**config.mk**
```make
export PLATFORM = sky130hd
export DESIGN_NAME = lsu_riscv
export DESIGN_NICKNAME = d
export VERILOG_FILES = /design/src/rtl/riscv_pkg.sv /design/src/rtl/lsu_load_extract.sv /design/src/rtl/lsu_riscv.sv
export SDC_FILE = /design/constraint.sdc
export NUM_CORES = 1
export LEC_CHECK = 0
export CORE_MARGIN = 5
export CORE_UTILIZATION = 37
export DETAILED_ROUTE_END_ITERATION = 7
export PLACE_DENSITY = 0.78
export RECOVER_POWER = 25
export SETUP_SLACK_MARGIN = 0.4
export SYNTH_ARGS = -nofsm -noshare
export SYNTH_HDL_FRONTEND = slang
export SYNTH_SLANG_ARGS = --single-unit
export TNS_END_PERCENT = 30
```
**constraint.sdc**
```tcl
create_clock -name clk_i -period 2 [get_ports clk_i]
set_clock_uncertainty 0.2 [all_clocks]
set_input_delay 0.2 -clock clk_i [delete_from_list [all_inputs] [get_ports clk_i]]
set_output_delay 0.2 -clock clk_i [all_outputs]
set_load 0.01 [all_outputs]
```
**src/rtl/riscv_pkg.sv**
```systemverilog
// Shared RISC-V core definitions: load/store size codes, LSU state, memory payload
// and the lane helpers used when issuing a data-memory access.
package riscv_pkg;

  localparam int unsigned XLEN = 32;
  localparam int unsigned BE_W = XLEN / 8;

  // Size codes shared with the decoder's mem_size output
  localparam logic [2:0] LDST_B  = 3'd0;
  localparam logic [2:0] LDST_H  = 3'd1;
  localparam logic [2:0] LDST_W  = 3'd2;
  localparam logic [2:0] LDST_BU = 3'd4;
  localparam logic [2:0] LDST_HU = 3'd5;

  typedef enum logic {
    IDLE = 1'b0,
    BUSY = 1'b1
  } lsu_state_t;

  typedef struct packed {
    logic            we;
    logic [BE_W-1:0] be;
    logic [XLEN-1:0] addr;
    logic [XLEN-1:0] wd;
  } lsu_mem_req_t;

  // Illegal size codes are reported as misaligned so they never reach memory.
  function automatic logic ldst_misaligned(input logic [2:0] size, input logic [1:0] off);
    logic mis;
    mis = 1'b1;
    case (size)
      LDST_B, LDST_BU: mis = 1'b0;
      LDST_H, LDST_HU: mis = off[0];
      LDST_W:          mis = |off;
      default:         mis = 1'b1;
    endcase
    return mis;
  endfunction

  function automatic logic [BE_W-1:0] ldst_be(input logic [2:0] size, input logic [1:0] off);
    logic [BE_W-1:0] be;
    be = '1;
    case (size)
      LDST_B, LDST_BU: be = 4'b0001 << off;
      LDST_H, LDST_HU: be = 4'b0011 << off;
      default:         be = 4'b1111;
    endcase
    return be;
  endfunction

  function automatic logic [XLEN-1:0] ldst_wdata(input logic we, input logic [2:0] size,
                                                 input logic [XLEN-1:0] wd);
    logic [XLEN-1:0] data;
    data = wd;
    case (size)
      LDST_B, LDST_BU: data = {4{wd[7:0]}};
      LDST_H, LDST_HU: data = {2{wd[15:0]}};
      default:         data = wd;
    endcase
    if (!we) data = '0;
    return data;
  endfunction

endpackage

```
**src/rtl/lsu_load_extract.sv**
```systemverilog
// Selects the addressed byte/half/word from a memory read word and sign- or
// zero-extends it for write-back.
module lsu_load_extract
  import riscv_pkg::*;
(
  input  logic [1:0]      offset,
  input  logic [2:0]      size,
  input  logic [XLEN-1:0] rdata,
  output logic [XLEN-1:0] data
);

  logic [7:0]  byte_sel;
  logic [15:0] half_sel;

  always_comb begin
    byte_sel = rdata[7:0];
    case (offset)
      2'd0:    byte_sel = rdata[7:0];
      2'd1:    byte_sel = rdata[15:8];
      2'd2:    byte_sel = rdata[23:16];
      default: byte_sel = rdata[31:24];
    endcase
    half_sel = offset[1] ? rdata[31:16] : rdata[15:0];

    data = rdata;
    case (size)
      LDST_B:  data = {{24{byte_sel[7]}}, byte_sel};
      LDST_BU: data = {24'd0, byte_sel};
      LDST_H:  data = {{16{half_sel[15]}}, half_sel};
      LDST_HU: data = {16'd0, half_sel};
      default: data = rdata;
    endcase
  end

endmodule

```
**src/rtl/lsu_riscv.sv**
```systemverilog
// Load-store unit: issues one registered, handshaked data-memory access per request,
// stalls the core while it is outstanding, flags misalignment and bus timeouts.
module lsu_riscv
  import riscv_pkg::*;
#(
  parameter int unsigned TIMEOUT_CYCLES = 0
) (
  input  logic            clk_i,
  input  logic            rst_ni,
  input  logic            core_req_i,
  input  logic            core_we_i,
  input  logic [2:0]      core_size_i,
  input  logic [XLEN-1:0] core_addr_i,
  input  logic [XLEN-1:0] core_wd_i,
  output logic [XLEN-1:0] core_rd_o,
  output logic            core_stall_o,
  output logic            core_misalign_o,
  output logic            core_fault_o,
  output logic            mem_req_o,
  output logic            mem_we_o,
  output logic [BE_W-1:0] mem_be_o,
  output logic [XLEN-1:0] mem_addr_o,
  output logic [XLEN-1:0] mem_wd_o,
  input  logic [XLEN-1:0] mem_rd_i,
  input  logic            mem_ready_i
);

  localparam int unsigned CNT_W = (TIMEOUT_CYCLES > 1) ? $clog2(TIMEOUT_CYCLES) : 1;
  localparam logic [CNT_W-1:0] CNT_LAST = CNT_W'(TIMEOUT_CYCLES - 1);
  localparam logic TIMEOUT_EN = (TIMEOUT_CYCLES != 0);

  lsu_state_t       state_q, state_d;
  lsu_mem_req_t     mem_q, issue_payload;
  logic             req_q;
  logic [2:0]       size_q;
  logic [1:0]       off_q;
  logic [CNT_W-1:0] cnt_q;

  logic             misaligned, timeout_hit;
  logic             issue, done, stall, misalign, fault, load_valid;
  logic [XLEN-1:0]  load_data;

  assign misaligned  = ldst_misaligned(core_size_i, core_addr_i[1:0]);
  assign timeout_hit = TIMEOUT_EN && (cnt_q == CNT_LAST);

  always_comb begin
    issue_payload.we   = core_we_i;
    issue_payload.be   = ldst_be(core_size_i, core_addr_i[1:0]);
    issue_payload.addr = {core_addr_i[XLEN-1:2], 2'b00};
    issue_payload.wd   = ldst_wdata(core_we_i, core_size_i, core_wd_i);
  end

  // State register
  always_ff @(posedge clk_i or negedge rst_ni) begin
    if (!rst_ni) state_q <= IDLE;
    else         state_q <= state_d;
  end

  // Next state and per-cycle handshake controls
  always_comb begin
    state_d    = state_q;
    issue      = 1'b0;
    done       = 1'b0;
    stall      = 1'b0;
    misalign   = 1'b0;
    fault      = 1'b0;
    load_valid = 1'b0;
    case (state_q)
      IDLE: begin
        if (core_req_i) begin
          if (misaligned) begin
            misalign = 1'b1;
          end else begin
            issue   = 1'b1;
            stall   = 1'b1;
            state_d = BUSY;
          end
        end
      end
      BUSY: begin
        // A ready arriving on the timeout cycle still completes normally.
        if (mem_ready_i) begin
          done       = 1'b1;
          load_valid = !mem_q.we;
          state_d    = IDLE;
        end else if (timeout_hit) begin
          done    = 1'b1;
          fault   = 1'b1;
          state_d = IDLE;
        end else begin
          stall = 1'b1;
        end
      end
      default: state_d = IDLE;
    endcase
  end

  // Latched access and timeout counter
  always_ff @(posedge clk_i or negedge rst_ni) begin
    if (!rst_ni) begin
      req_q  <= 1'b0;
      mem_q  <= '0;
      size_q <= LDST_B;
      off_q  <= 2'd0;
      cnt_q  <= '0;
    end else if (issue) begin
      req_q  <= 1'b1;
      mem_q  <= issue_payload;
      size_q <= core_size_i;
      off_q  <= core_addr_i[1:0];
      cnt_q  <= '0;
    end else if (done) begin
      req_q <= 1'b0;
      cnt_q <= '0;
    end else if (TIMEOUT_EN && state_q == BUSY) begin
      cnt_q <= cnt_q + CNT_W'(1);
    end
  end

  lsu_load_extract u_load_extract (
    .offset (off_q),
    .size   (size_q),
    .rdata  (mem_rd_i),
    .data   (load_data)
  );

  assign mem_req_o  = req_q;
  assign mem_we_o   = mem_q.we;
  assign mem_be_o   = mem_q.be;
  assign mem_addr_o = mem_q.addr;
  assign mem_wd_o   = mem_q.wd;

  // Core-side handshake is combinational; forced quiet while reset is held.
  assign core_stall_o    = rst_ni && stall;
  assign core_misalign_o = rst_ni && misalign;
  assign core_fault_o    = rst_ni && fault;
  assign core_rd_o       = (rst_ni && load_valid) ? load_data : '0;

endmodule

```
Yosys cells after proc, flatten, opt, wreduce, memory -nomap -nowiden
Cells that the tools add are included.
{ "word_totals": {"reg_bits": 74} }
{ "op_classes": {"eq_ne": 9, "shifts": 2, "mux": 22, "bitwise_logic": 1, "n_reduce_logical": 11} }
{ "op_table": {"columns": ["operator", "n"], "rows": [
  ["32-bit one-hot mux with 4 select lines", 1],
  ["32-bit 2-to-1 mux", 2],
  ["32-bit one-hot mux with 2 select lines", 1],
  ["8-bit one-hot mux with 3 select lines", 1],
  ["16-bit 2-to-1 mux", 1],
  ["1-bit 2-to-1 mux", 13],
  ["3-bit equality test (second input constant)", 4],
  ["4-bit one-hot mux with 2 select lines", 1],
  ["3-bit by 1-bit equality test with 1-bit output (second input constant)", 2],
  ["3-bit logical NOT", 2],
  ["2-bit OR reduction", 3],
  ["1-bit by 2-bit left shift with 4-bit output (first input constant)", 1],
  ["2-bit by 2-bit left shift with 4-bit output (first input constant)", 1],
  ["3-bit by 2-bit equality test with 1-bit output (second input constant)", 1],
  ["1-bit logical AND", 3],
  ["1-bit one-hot mux with 3 select lines", 1],
  ["2-bit by 1-bit equality test with 1-bit output (second input constant)", 1],
  ["2-bit equality test (second input constant)", 1],
  ["2-bit logical NOT", 1],
  ["1-bit one-hot mux with 2 select lines", 1],
  ["2-bit nonzero test", 1],
  ["1-bit logical NOT", 1],
  ["1-bit NOT", 1]
]} }

Depth between registers and ports, before layout
{ "logic_depth": {"depth_word": 7, "ltp_mapped": 6, "mapped_depth_nobuf": 3} }

By module
A second synthesis with hierarchy kept.
{ "unflattened": {"hier_cells": 446, "hier_area_um2": 4742.0} }
{ "by_module_without_submodules": {"columns": ["mod", "n_inst", "area_each_um2", "cells_per_inst", "seq_area_each_um2"], "rows": [
  ["lsu_riscv", 1, 3772.4, 313, 1851.8],
  ["lsu_load_extract", 1, 969.7, 133, 0.0]
]} }

Least setup slack after synthesis
No wires, ideal clock.
{ "synth_timing": {"path_type": "register to output", "start": "register size_q[1]", "end": "output port core_rd_o[5]", "setup_slack_ns": -0.116, "path_stages_with_launch": 6, "n_path_buf": 2, "t_arrival_ns": 1.716, "required_time_ns": 1.600, "cell_sequence": "dfrtp_1 > clkbuf_1 > clkinv_1 > clkbuf_1 > nor2_1 > a2111oi_0"} }
{ "synth_between": {"elab_chain_cells": 3} }
{ "synth_rtl": {"columns": ["item", "line", "rtl"], "rows": [
  ["start, declared", "lsu_riscv.sv:35", "logic [2:0] size_q;"],
  ["start signal, assigned", "lsu_riscv.sv:109", "size_q <= core_size_i;"],
  ["3-bit equality test (tied with other cells)", "lsu_load_extract.sv:26", "case (size)"],
  ["32-bit one-hot mux with 4 select lines *", "lsu_load_extract.sv:26", null],
  ["32-bit 2-to-1 mux *", "lsu_riscv.sv:137", "assign core_rd_o = (rst_ni && load_valid) ? load_data : '0;"],
  ["end, declared", "lsu_riscv.sv:15", "output logic [XLEN-1:0] core_rd_o,"]
]} }
Mark *: on every way between the ends. The rest lies on a longest branch, timed or not.

Worst setup path after layout
{ "layout_timing": {"start": "register off_q[1]", "end": "output port core_rd_o[20]"} }
{ "layout_between": {"elab_chain_cells": 4} }
{ "layout_rtl": {"columns": ["item", "line", "rtl"], "rows": [
  ["start, declared", "lsu_riscv.sv:36", "logic [1:0] off_q;"],
  ["start signal, assigned", "lsu_riscv.sv:110", "off_q <= core_addr_i[1:0];"],
  ["2-bit equality test (tied with other cells)", "lsu_load_extract.sv:17", "case (offset)"],
  ["8-bit one-hot mux with 3 select lines", "lsu_load_extract.sv:17", null],
  ["32-bit one-hot mux with 4 select lines *", "lsu_load_extract.sv:26", null],
  ["32-bit 2-to-1 mux *", "lsu_riscv.sv:137", null]
]} }
Marks and branches as above.

==> flow_summary_export.csv <==
group,metric,value,unit
outcome,status,"finished, violations left",
outcome,violations,"setup timing",
clock_tree,cts_sinks,74,
power,power_frac_seq,31.8,%
timing,finalHoldViolations,0,
routing,routedWlPerCell,20.48,µm
power,ir_drop,0.0007818,V
global_routing,grt.busiest_layer,"met2",
timing,max_freq,404.4,MHz
timing,rsz0062_at_grt,"yes",
floorplanning,die_w,116.3,µm
floorplanning,design.die.area,13520,µm²
clock_tree,worstSkewPairLatency,0.32,ns
power,cellPowerDensity,845.3,nW/µm²
logic_synthesis,synth_cell_types,35,
logic_synthesis,syn_inst,400,
critical_path,path_max_fanout,8,
global_routing,grt_pass1_vias,4802,
run,cap_violations,0,
power,swShare,32.63,%
logic_synthesis,yosysSeqAreaShare,44.30,%
floorplanning,die_y,116.3,µm
floorplanning,num_io_pins,209,
timing,fin_crit_sh,123.7,%
critical_path,critical_path_class,"reg2out",
routing,ant_nets,0,
routing,dr_total_vias,4294,
global_routing,use_met2,43.29,%
global_routing,met3_usage,9.534,%
timing,setup_violations,70,
critical_path,cp.required,1.60,ns
power,p_switching,2.139,mW
clock_tree,cts_tree,"yes",
place,place_hpwl,11.39,mm
global_routing,antenna_found_initial,0,
routing,wirelength,16.80,mm
global_routing,grt_use_total,24.99,%
place,numPortBuffers,205,
timing,timing.hold.ws,0.1843,ns
critical_path,cp_data_arrival_time,2.07,ns
global_routing,grt_pass1_wl,26.10,mm
power,combPwrFrac,44.2,%
critical_path,end_kind,"output port",
clock_tree,clock-root-buffer,"clkbuf_16",
timing,worst_pin_slew,1.061,ns
floorplanning,start_util,38.23,%
logic_synthesis,synth_area,4180,µm²
power,cellLeakagePower,3.705,nW
finish,layout_commonest_cell,"clkdlybuf4s50_1",
clock_tree,cts.clk_slew.worst_paths,0.06,ns
routing,first_iter_violations,190,
logic_synthesis,synth-seq-cells,74,
floorplanning,design.core.area,10940,µm²
finish,drive_above_1_share,38.97,%
global_routing,grt_max_degree,51,
timing,relSlewSlack,29.24,%
power,clkPwrFrac,23.9,%
routing,dr.pass1.iters,4,
clock_tree,ctsHtreeMaxLevel,3,
global_routing,use_met1,27.76,%
finish,final_nets,780,
routing,drc,0,
clock_tree,numCtsBuffers,9,
place,finalWeightedCongestion,0.9630,
finish,final_cell_mix,"99 x clkdlybuf4s50_1, 71 x dlygate4sd2_1, 71 x dfrtp_1, 57 x buf_4, 46 x mux2_2",
routing,via_per_inst,5.237,
timing,fin_ws,-0.4731,ns
timing,layout_min_cycle_time,2.473,ns
logic_synthesis,yosys_warnings,0,
timing,drv_slew,0,
finish,antennaDiodeCount,0,
finish,syn2layout_area_growth,85.51,%
critical_path,critPathLaunchType,"flip-flop",
worst_hold_path,min_path_type,"in2async",
finish,utilization,70.92,%
clock_tree,cts_buffer_depth,2,
global_routing,gr-total-overflow,0,
floorplanning,rows,38,
logic_synthesis,synth.avg_cell_area,10.45,µm²
power,cellInternalPower,4.416,mW
## metrics by stage
stage          std cells  TNS (ns)  cell area (µm²)  power, mW  setup WS [ns]
3_3_place_gp         772    -55.71             6879      4.659        -0.6010
5_1_grt              820    -18.74             7755      6.903        -0.5390
6_report             820    -14.47             7755      6.555        -0.4731
3_5_place_dp         772    -60.12             6879      4.732        -0.6419
2_1_floorplan        402   -0.3566             4325      3.238       -0.03566
4_1_cts              816    -14.42             7617      6.453        -0.5030
## critical path, cell delays in order, from the launching register on
cell	delay, ns
dfrtp_2	0.40
mux4_2	0.56
a221oi_4	0.31
buf_4	0.17
buf_12	0.12
nor3_1	0.05
buf_2	0.14
## layer usage
metal | vias up | share of wire (%) | wire length (µm)
met5 | - | 0 | 0
met4 | 0 | 3.3 | 546
met3 | 37 | 11 | 1791
met2 | 187 | 50 | 8424
met1 | 2105 | 36 | 6031
li1 | 1965 | - | -
## power groups by stage
stage / combinational, mW / clock (mW) / sequential (mW)
finish: 2.90 / 1.57 / 2.09
global route: 3.09 / 1.68 / 2.14
CTS: 2.79 / 1.59 / 2.07
detailed placement: 2.63 / 0 / 2.11
global placement: 2.58 / 0 / 2.08
floorplan: 1.00 / 0 / 2.24
## sequential cells by signal (all words and copies together), names as in the netlist
name	count
state_q	1
mem_wd_o	32
mem_addr_o	30
mem_req_o	1
off_q	2
mem_we_o	1
size_q	3
mem_be_o	4
## worst paths after layout
path | start | to | slack [ns] | cells past startpoint
max in group asynchronous | rst_ni | off_q[1] | 0.57 | 4
min in group clk_i | core_addr_i[1] | off_q[1] | 0.22 | 3
worst min-delay path | rst_ni | mem_addr_o[30] | 0.18 | 3
worst min register to register | mem_req_o | mem_req_o | 0.28 | 2
worst max register to register | state_q | mem_wd_o[18] | -0.12 | 10
worst max-delay path | off_q[1] | core_rd_o[20] | -0.47 | 6
## Yosys cell counts
cell type  number  area share [%]
buf_1           3            0.27
inv_1          15             1.3
nor3_1         17             2.0
o21ai_0        17             2.0
mux4_2          1            0.54
nand2b_1        1            0.15
nand2_1        20             1.8
a31oi_1         6            0.90
a211oi_1       12             2.2
or3b_2          9             1.9
conb_1          1           0.090
mux2_2         67              18
a211o_1         1            0.21
o31ai_1         1            0.18
nand3_1         2            0.24
nand4b_1        1            0.21
a32oi_1         1            0.21
nor2_1         36             3.2
clkbuf_1       19             1.7
mux2i_1        34             8.1
and3b_1         4            0.84
a21oi_1        13             1.6
buf_4           3            0.54
buf_2           9             1.1
a21boi_0        1            0.18
nor2b_1        15             2.2
o32a_1          1            0.24
a221oi_4        1            0.63
nor3b_1         2            0.36
o22ai_1         1            0.15
a221oi_1        3            0.63
dfrtp_1        74              44
buf_6           2            0.54
clkinv_1        1           0.090
a2111oi_0       6             1.3
## kinds of logic (layout without fill, tap and decap cells)
group | after synthesis | count (layout) | share of synthesized area, %
flops | 74 | 74 | 44.30
compound gates | 64 | 64 | 10.33
other cells | 1 | 3 | 0.08971
simple gates | 107 | 107 | 12.99
buf+inv | 52 | 330 | 5.567
mux | 102 | 102 | 26.73
## layout make-up
type,instances,area [µm²]
timing repair buffer,299,2878
multi-input combinational,276,2501
clock buffer,10,229.0
clock inverter,5,56.30
sequential,74,1856
tap,140,175.2
inverter,16,60.06
fill,810,3181
## repair_timing
item | CTS | global route
endpoints found under the hold margin | 24 | 0
endpoints found under the setup margin | 176 | 132
hold buffers | 2 | 0
gates cloned | 9 | 0
pin swaps | 11 | 17
gates resized for setup | 262 | 48
setup buffers | 18 | 4
Power figures use the tool's default switching activity.
